File: config.mk
export PLATFORM = sky130hd
export DESIGN_NAME = pipeline_ctrl
export DESIGN_NICKNAME = d
export VERILOG_FILES = /design/src/rtl/pipeline_ctrl.sv
export SDC_FILE = /design/constraint.sdc
export NUM_CORES = 1
export LEC_CHECK = 0
export ABC_AREA = 1
export CORE_MARGIN = 8
export CORE_UTILIZATION = 36
export DETAILED_ROUTE_END_ITERATION = 16
export PLACE_DENSITY = 0.95
export SLEW_MARGIN = 25
export SYNTH_ARGS = -nofsm -noshare
export SYNTH_HDL_FRONTEND = slang
export SYNTH_SLANG_ARGS = --single-unit
File: constraint.sdc
create_clock -name clk -period 3.8 [get_ports clk]
set_input_delay 1.14 -clock clk [delete_from_list [all_inputs] [get_ports clk]]
set_output_delay 1.14 -clock clk [all_outputs]
set_load 0.02 [all_outputs]
File: src/rtl/pipeline_ctrl.sv
// Hazard and stall controller for a 5-stage pipeline: load-use interlock, redirect flush,
// data-memory wait with timeout/halt. Optional performance counters under PIPE_PERF_EN.
module pipeline_ctrl #(
    parameter int NUM_REGS    = 32,
    parameter int REG_SEL     = $clog2(NUM_REGS),
    parameter int MEM_TIMEOUT = 16
) (
    input  logic               clk,
    input  logic               rst,
    input  logic [REG_SEL-1:0] id_rs1,
    input  logic [REG_SEL-1:0] id_rs2,
    input  logic               id_uses_rs1,
    input  logic               id_uses_rs2,
    input  logic               ex_mem_read,
    input  logic [REG_SEL-1:0] ex_rd,
    input  logic               ex_redirect,
    input  logic               mem_req,
    input  logic               mem_ready,
    output logic               pc_stall,
    output logic               ifid_stall,
    output logic               idex_stall,
    output logic               exmem_stall,
    output logic               ifid_flush,
    output logic               idex_flush,
    output logic               mem_fault,
    output logic [31:0]        stall_cycles,
    output logic [31:0]        flush_count
);

    localparam int CW = $clog2(MEM_TIMEOUT + 1);

    typedef enum logic [1:0] {
        RUN      = 2'd0,
        MEM_WAIT = 2'd1,
        HALT     = 2'd2
    } state_t;

    state_t         state_q, state_d;
    logic [CW-1:0]  wait_q, wait_d;
    logic           fault_q, fault_d;
    logic           freeze_s;
    logic           load_use_s;
    logic [CW-1:0]  wait_inc_s;

    assign freeze_s   = (state_q != HALT) && mem_req && !mem_ready;
    assign wait_inc_s = wait_q + CW'(1);
    assign load_use_s = ex_mem_read && (ex_rd != {REG_SEL{1'b0}}) &&
                        ((id_uses_rs1 && (id_rs1 == ex_rd)) ||
                         (id_uses_rs2 && (id_rs2 == ex_rd)));
    assign mem_fault  = fault_q;

    // Next-state logic: the wait counter tracks consecutive frozen cycles, the first counted in RUN
    always_comb begin
        state_d = state_q;
        wait_d  = wait_q;
        fault_d = fault_q;
        case (state_q)
            RUN: begin
                if (freeze_s) begin
                    state_d = MEM_WAIT;
                    wait_d  = CW'(1);
                end else begin
                    wait_d  = {CW{1'b0}};
                end
            end
            MEM_WAIT: begin
                if (!freeze_s) begin
                    state_d = RUN;
                    wait_d  = {CW{1'b0}};
                end else if (wait_inc_s == CW'(MEM_TIMEOUT)) begin
                    state_d = HALT;
                    wait_d  = wait_inc_s;
                    fault_d = 1'b1;
                end else begin
                    wait_d  = wait_inc_s;
                end
            end
            HALT: begin
                state_d = HALT;
                fault_d = 1'b1;
            end
            default: begin
                state_d = HALT;
                fault_d = 1'b1;
            end
        endcase
    end

    // FSM state, wait counter and sticky fault
    always_ff @(posedge clk or posedge rst) begin
        if (rst) begin
            state_q <= RUN;
            wait_q  <= {CW{1'b0}};
            fault_q <= 1'b0;
        end else begin
            state_q <= state_d;
            wait_q  <= wait_d;
            fault_q <= fault_d;
        end
    end

    // Stall/flush decode in priority order: reset, halt, freeze, redirect, load-use
    always_comb begin
        pc_stall    = 1'b0;
        ifid_stall  = 1'b0;
        idex_stall  = 1'b0;
        exmem_stall = 1'b0;
        ifid_flush  = 1'b0;
        idex_flush  = 1'b0;
        if (rst) begin
            pc_stall = 1'b0;
        end else if ((state_q == HALT) || freeze_s) begin
            pc_stall    = 1'b1;
            ifid_stall  = 1'b1;
            idex_stall  = 1'b1;
            exmem_stall = 1'b1;
        end else if (ex_redirect) begin
            ifid_flush = 1'b1;
            idex_flush = 1'b1;
        end else if (load_use_s) begin
            pc_stall   = 1'b1;
            ifid_stall = 1'b1;
            idex_flush = 1'b1;
        end else begin
            pc_stall = 1'b0;
        end
    end

`ifdef PIPE_PERF_EN
    logic [31:0] stall_cnt_q;
    logic [31:0] flush_cnt_q;
    logic        any_stall_s;

    assign any_stall_s  = pc_stall | ifid_stall | idex_stall | exmem_stall;
    assign stall_cycles = stall_cnt_q;
    assign flush_count  = flush_cnt_q;

    // Free-running wrap-around performance counters
    always_ff @(posedge clk or posedge rst) begin
        if (rst) begin
            stall_cnt_q <= 32'd0;
            flush_cnt_q <= 32'd0;
        end else begin
            stall_cnt_q <= stall_cnt_q + {31'd0, any_stall_s};
            flush_cnt_q <= flush_cnt_q + {31'd0, idex_flush};
        end
    end
`else
    assign stall_cycles = 32'd0;
    assign flush_count  = 32'd0;
`endif

endmodule

==> run metrics <==
Slew Limit Fails 0; status finished clean; CP dominant cell by count nand2_1; initial antenna violation count 0; H-tree levels 1; Post-DRT Antenna Nets 0; # diodes 0; fin util around two fifths; drt wl/cell 10.5 um; via count 949; WL final 2680 um; drt first-iter violations 80; num ports 94; Startpoint Class input port; power after layout 0.262 mW; core area between 3000 and 4000 um^2; Max Cap Violations 0; crit path cell chain clkdlybuf4s50_1 -> inv_1 -> nand2_1 -> nand2_1 -> nor2_1 -> nand3_1 -> nand2_1 -> nand3_1 -> nand2_1 -> clkbuf_2; top cell type by total area after synthesis buf_4; FMAX about 280 MHz; Rows 20; die area 5270 um^2; Power Density slightly above 200 nW/um^2; Post-Synth XOR/XNOR Area 0.760%; final instance area 1270 um^2; Remaining Overflow, GRT 0; crit-path max FO 3; global placer's final weighted congestion roughly 0.83; hold slack approximately 0.49 ns; top cell type's share of synthesized area between 40% and 50%; period utilization between 90 and 100%; Max clock buf depth 2; leakage between 0.8 and 0.9 nW; clock root cell clkbuf_4; register area share after synthesis between 15 and 20%; synthesized area 1150 um^2; Post-Syn Instances between 150 and 200; CTS tree built; share of layout cells above drive strength 1 6.19%; largest net degree at the start of global routing 9; critical path's slowest cell clkdlybuf4s50_1; starting density of the core a little under two fifths; CP peak stage delay ~0.52 ns; Worst Path Arrival 2.46 ns; Synth Area in Compound Gates between 3 and 4%; DRC 0; Mean Syn Cell Area 6.44 um^2; vias in the first global route 922; total CTS buffers 3; Clock Latency Late Sink around 0.25 ns; leading cell type in the layout, fill and taps excluded conb_1; worst path required time 2.66 ns; DP HPWL approximately 2300 um; I/O Buffers 29; maximum VDD drop around 0.11 mV; Cell variety after synth 18; first-pass GRT wire length 4000 um; Total GRT Usage 9.19%; setup violators final 0; Tmin final ~3.6 ns; Worst Clk Skew 0.00199 ns; main combinational cell family by area after synthesis buffers and inverters; # clock sinks 8; Yosys Warn Count 0; die height roughly 73 um; Layout area overhead 10.1%; adder-cell share of the synthesized area ~1.1%; mux cell area share after synthesis 0%; vias per cell 3.74; commonest non-fill, non-tap cells in the layout 64 x conb_1, 46 x nand2_1, 23 x clkdlybuf4s50_1; TritonRoute pass-1 iters 4; flops & latches, synth 8; Reg clk slew, reported paths around 0.050 ns; Simple-Gate Fraction of Synth Area roughly 27%; Hold Fails Final Rpt 0; RSZ-0062 raised after global routing false; largest cells by area after synthesis buf_4 43%, dfrtp_1 17%, nand2_1 15%; Layout Nets around 240; Worst Path Class, Setup input port to primary output; Horiz. Die Dim between 70 and 80 um; placed cell areas 1250 um^2; Setup crit end kind primary output; Hold Crit Class register to register
## metal layers
layer / up-vias / share of wire [%] / track usage [%]
li1: 476 / - / -
met1: 426 / 40 / 9.11
met2: 47 / 52 / 17.3
met3: 0 / 8.3 / 2.34
met4: 0 / 0 / 4.22
met5: - / 0 / 0
## cells by family (layout without fill, tap and decap cells)
family | Yosys count | count (layout)
buffers and inverters | 88 | 56
XOR/XNOR | 1 | 1
AND/OR/NAND/NOR | 75 | 75
other | 1 | 64
adder cells (fa/ha/maj) | 1 | 1
AO/OA/AOI/OAI | 5 | 5
flip-flops | 8 | 8
## layout make-up
cell class / instances / area (um^2)
repair buffers: 31 / 298
multi-input cells: 146 / 611
well taps: 44 / 55.1
inverters: 22 / 82.6
fillers: 336 / 1780
flip-flops and latches: 8 / 200
clock buffers: 3 / 22.5
## stage by stage
step           setup TNS [ns]  instances  setup slack [ns]
5_1_grt                     0        254            0.0727
6_report                    0        254             0.203
3_3_place_gp           -0.562        251            -0.193
4_1_cts                     0        254            0.0237
3_5_place_dp           -0.659        251            -0.232
2_1_floorplan               0        242             0.742
## final timing paths
| check | startpoint | to | slack [ns] | cells after the start |
|---|---|---|---|---|
| setup / recovery | ex_rd[1] | ifid_stall | 0.20 | 10 |
| setup reg to reg | wait_q[0] | state_q[0] | 2.46 | 9 |
| min in group asynchronous | rst | wait_q[2] | 1.26 | 3 |
| hold / removal | mem_fault | mem_fault | 0.49 | 1 |
| hold reg to reg | mem_fault | mem_fault | 0.49 | 1 |
| max in group asynchronous | rst | mem_fault | 2.41 | 3 |
## what timing repair did
action                                  CTS  global route
endpoints found under the setup margin    3             6
buffers inserted                          0             0
hold buffers                              0             0
gates resized for setup                   3             9
gates cloned                              0             0
## state kept, by name, summed over array words and instances, names as in the netlist
register,flops
wait_q,5
state_q,2
mem_fault,1
## worst max-delay path, delay by kind of cell
| kind | cells | cell delay (ns) |
|---|---|---|
| AND/OR/NAND/NOR | 7 | 0.54 |
| buffers and inverters | 3 | 0.78 |
## power breakdown
| group | switching, mW | internal (mW) | leakage (nW) |
|---|---|---|---|
| Combinational | 0.0816 | 0.0299 | 0.718 |
| Clock | 0.0286 | 0.0361 | 0.0138 |
| Sequential | 0 | 0.0853 | 0.0752 |
## cell usage after synthesis
cell type  number
a22oi_1         1
nor2_2          1
nand3b_2        1
o21ai_0         3
xor2_1          1
nand3_1         9
o31ai_2         1
inv_1          21
ha_1            1
nand2_2         1
buf_4          66
nand3b_1        1
nand4_1         2
dfrtp_1         8
inv_2           1
conb_1          1
nor2_1         14
nand2_1        46
No activity file was read; power rests on OpenSTA's default activity.
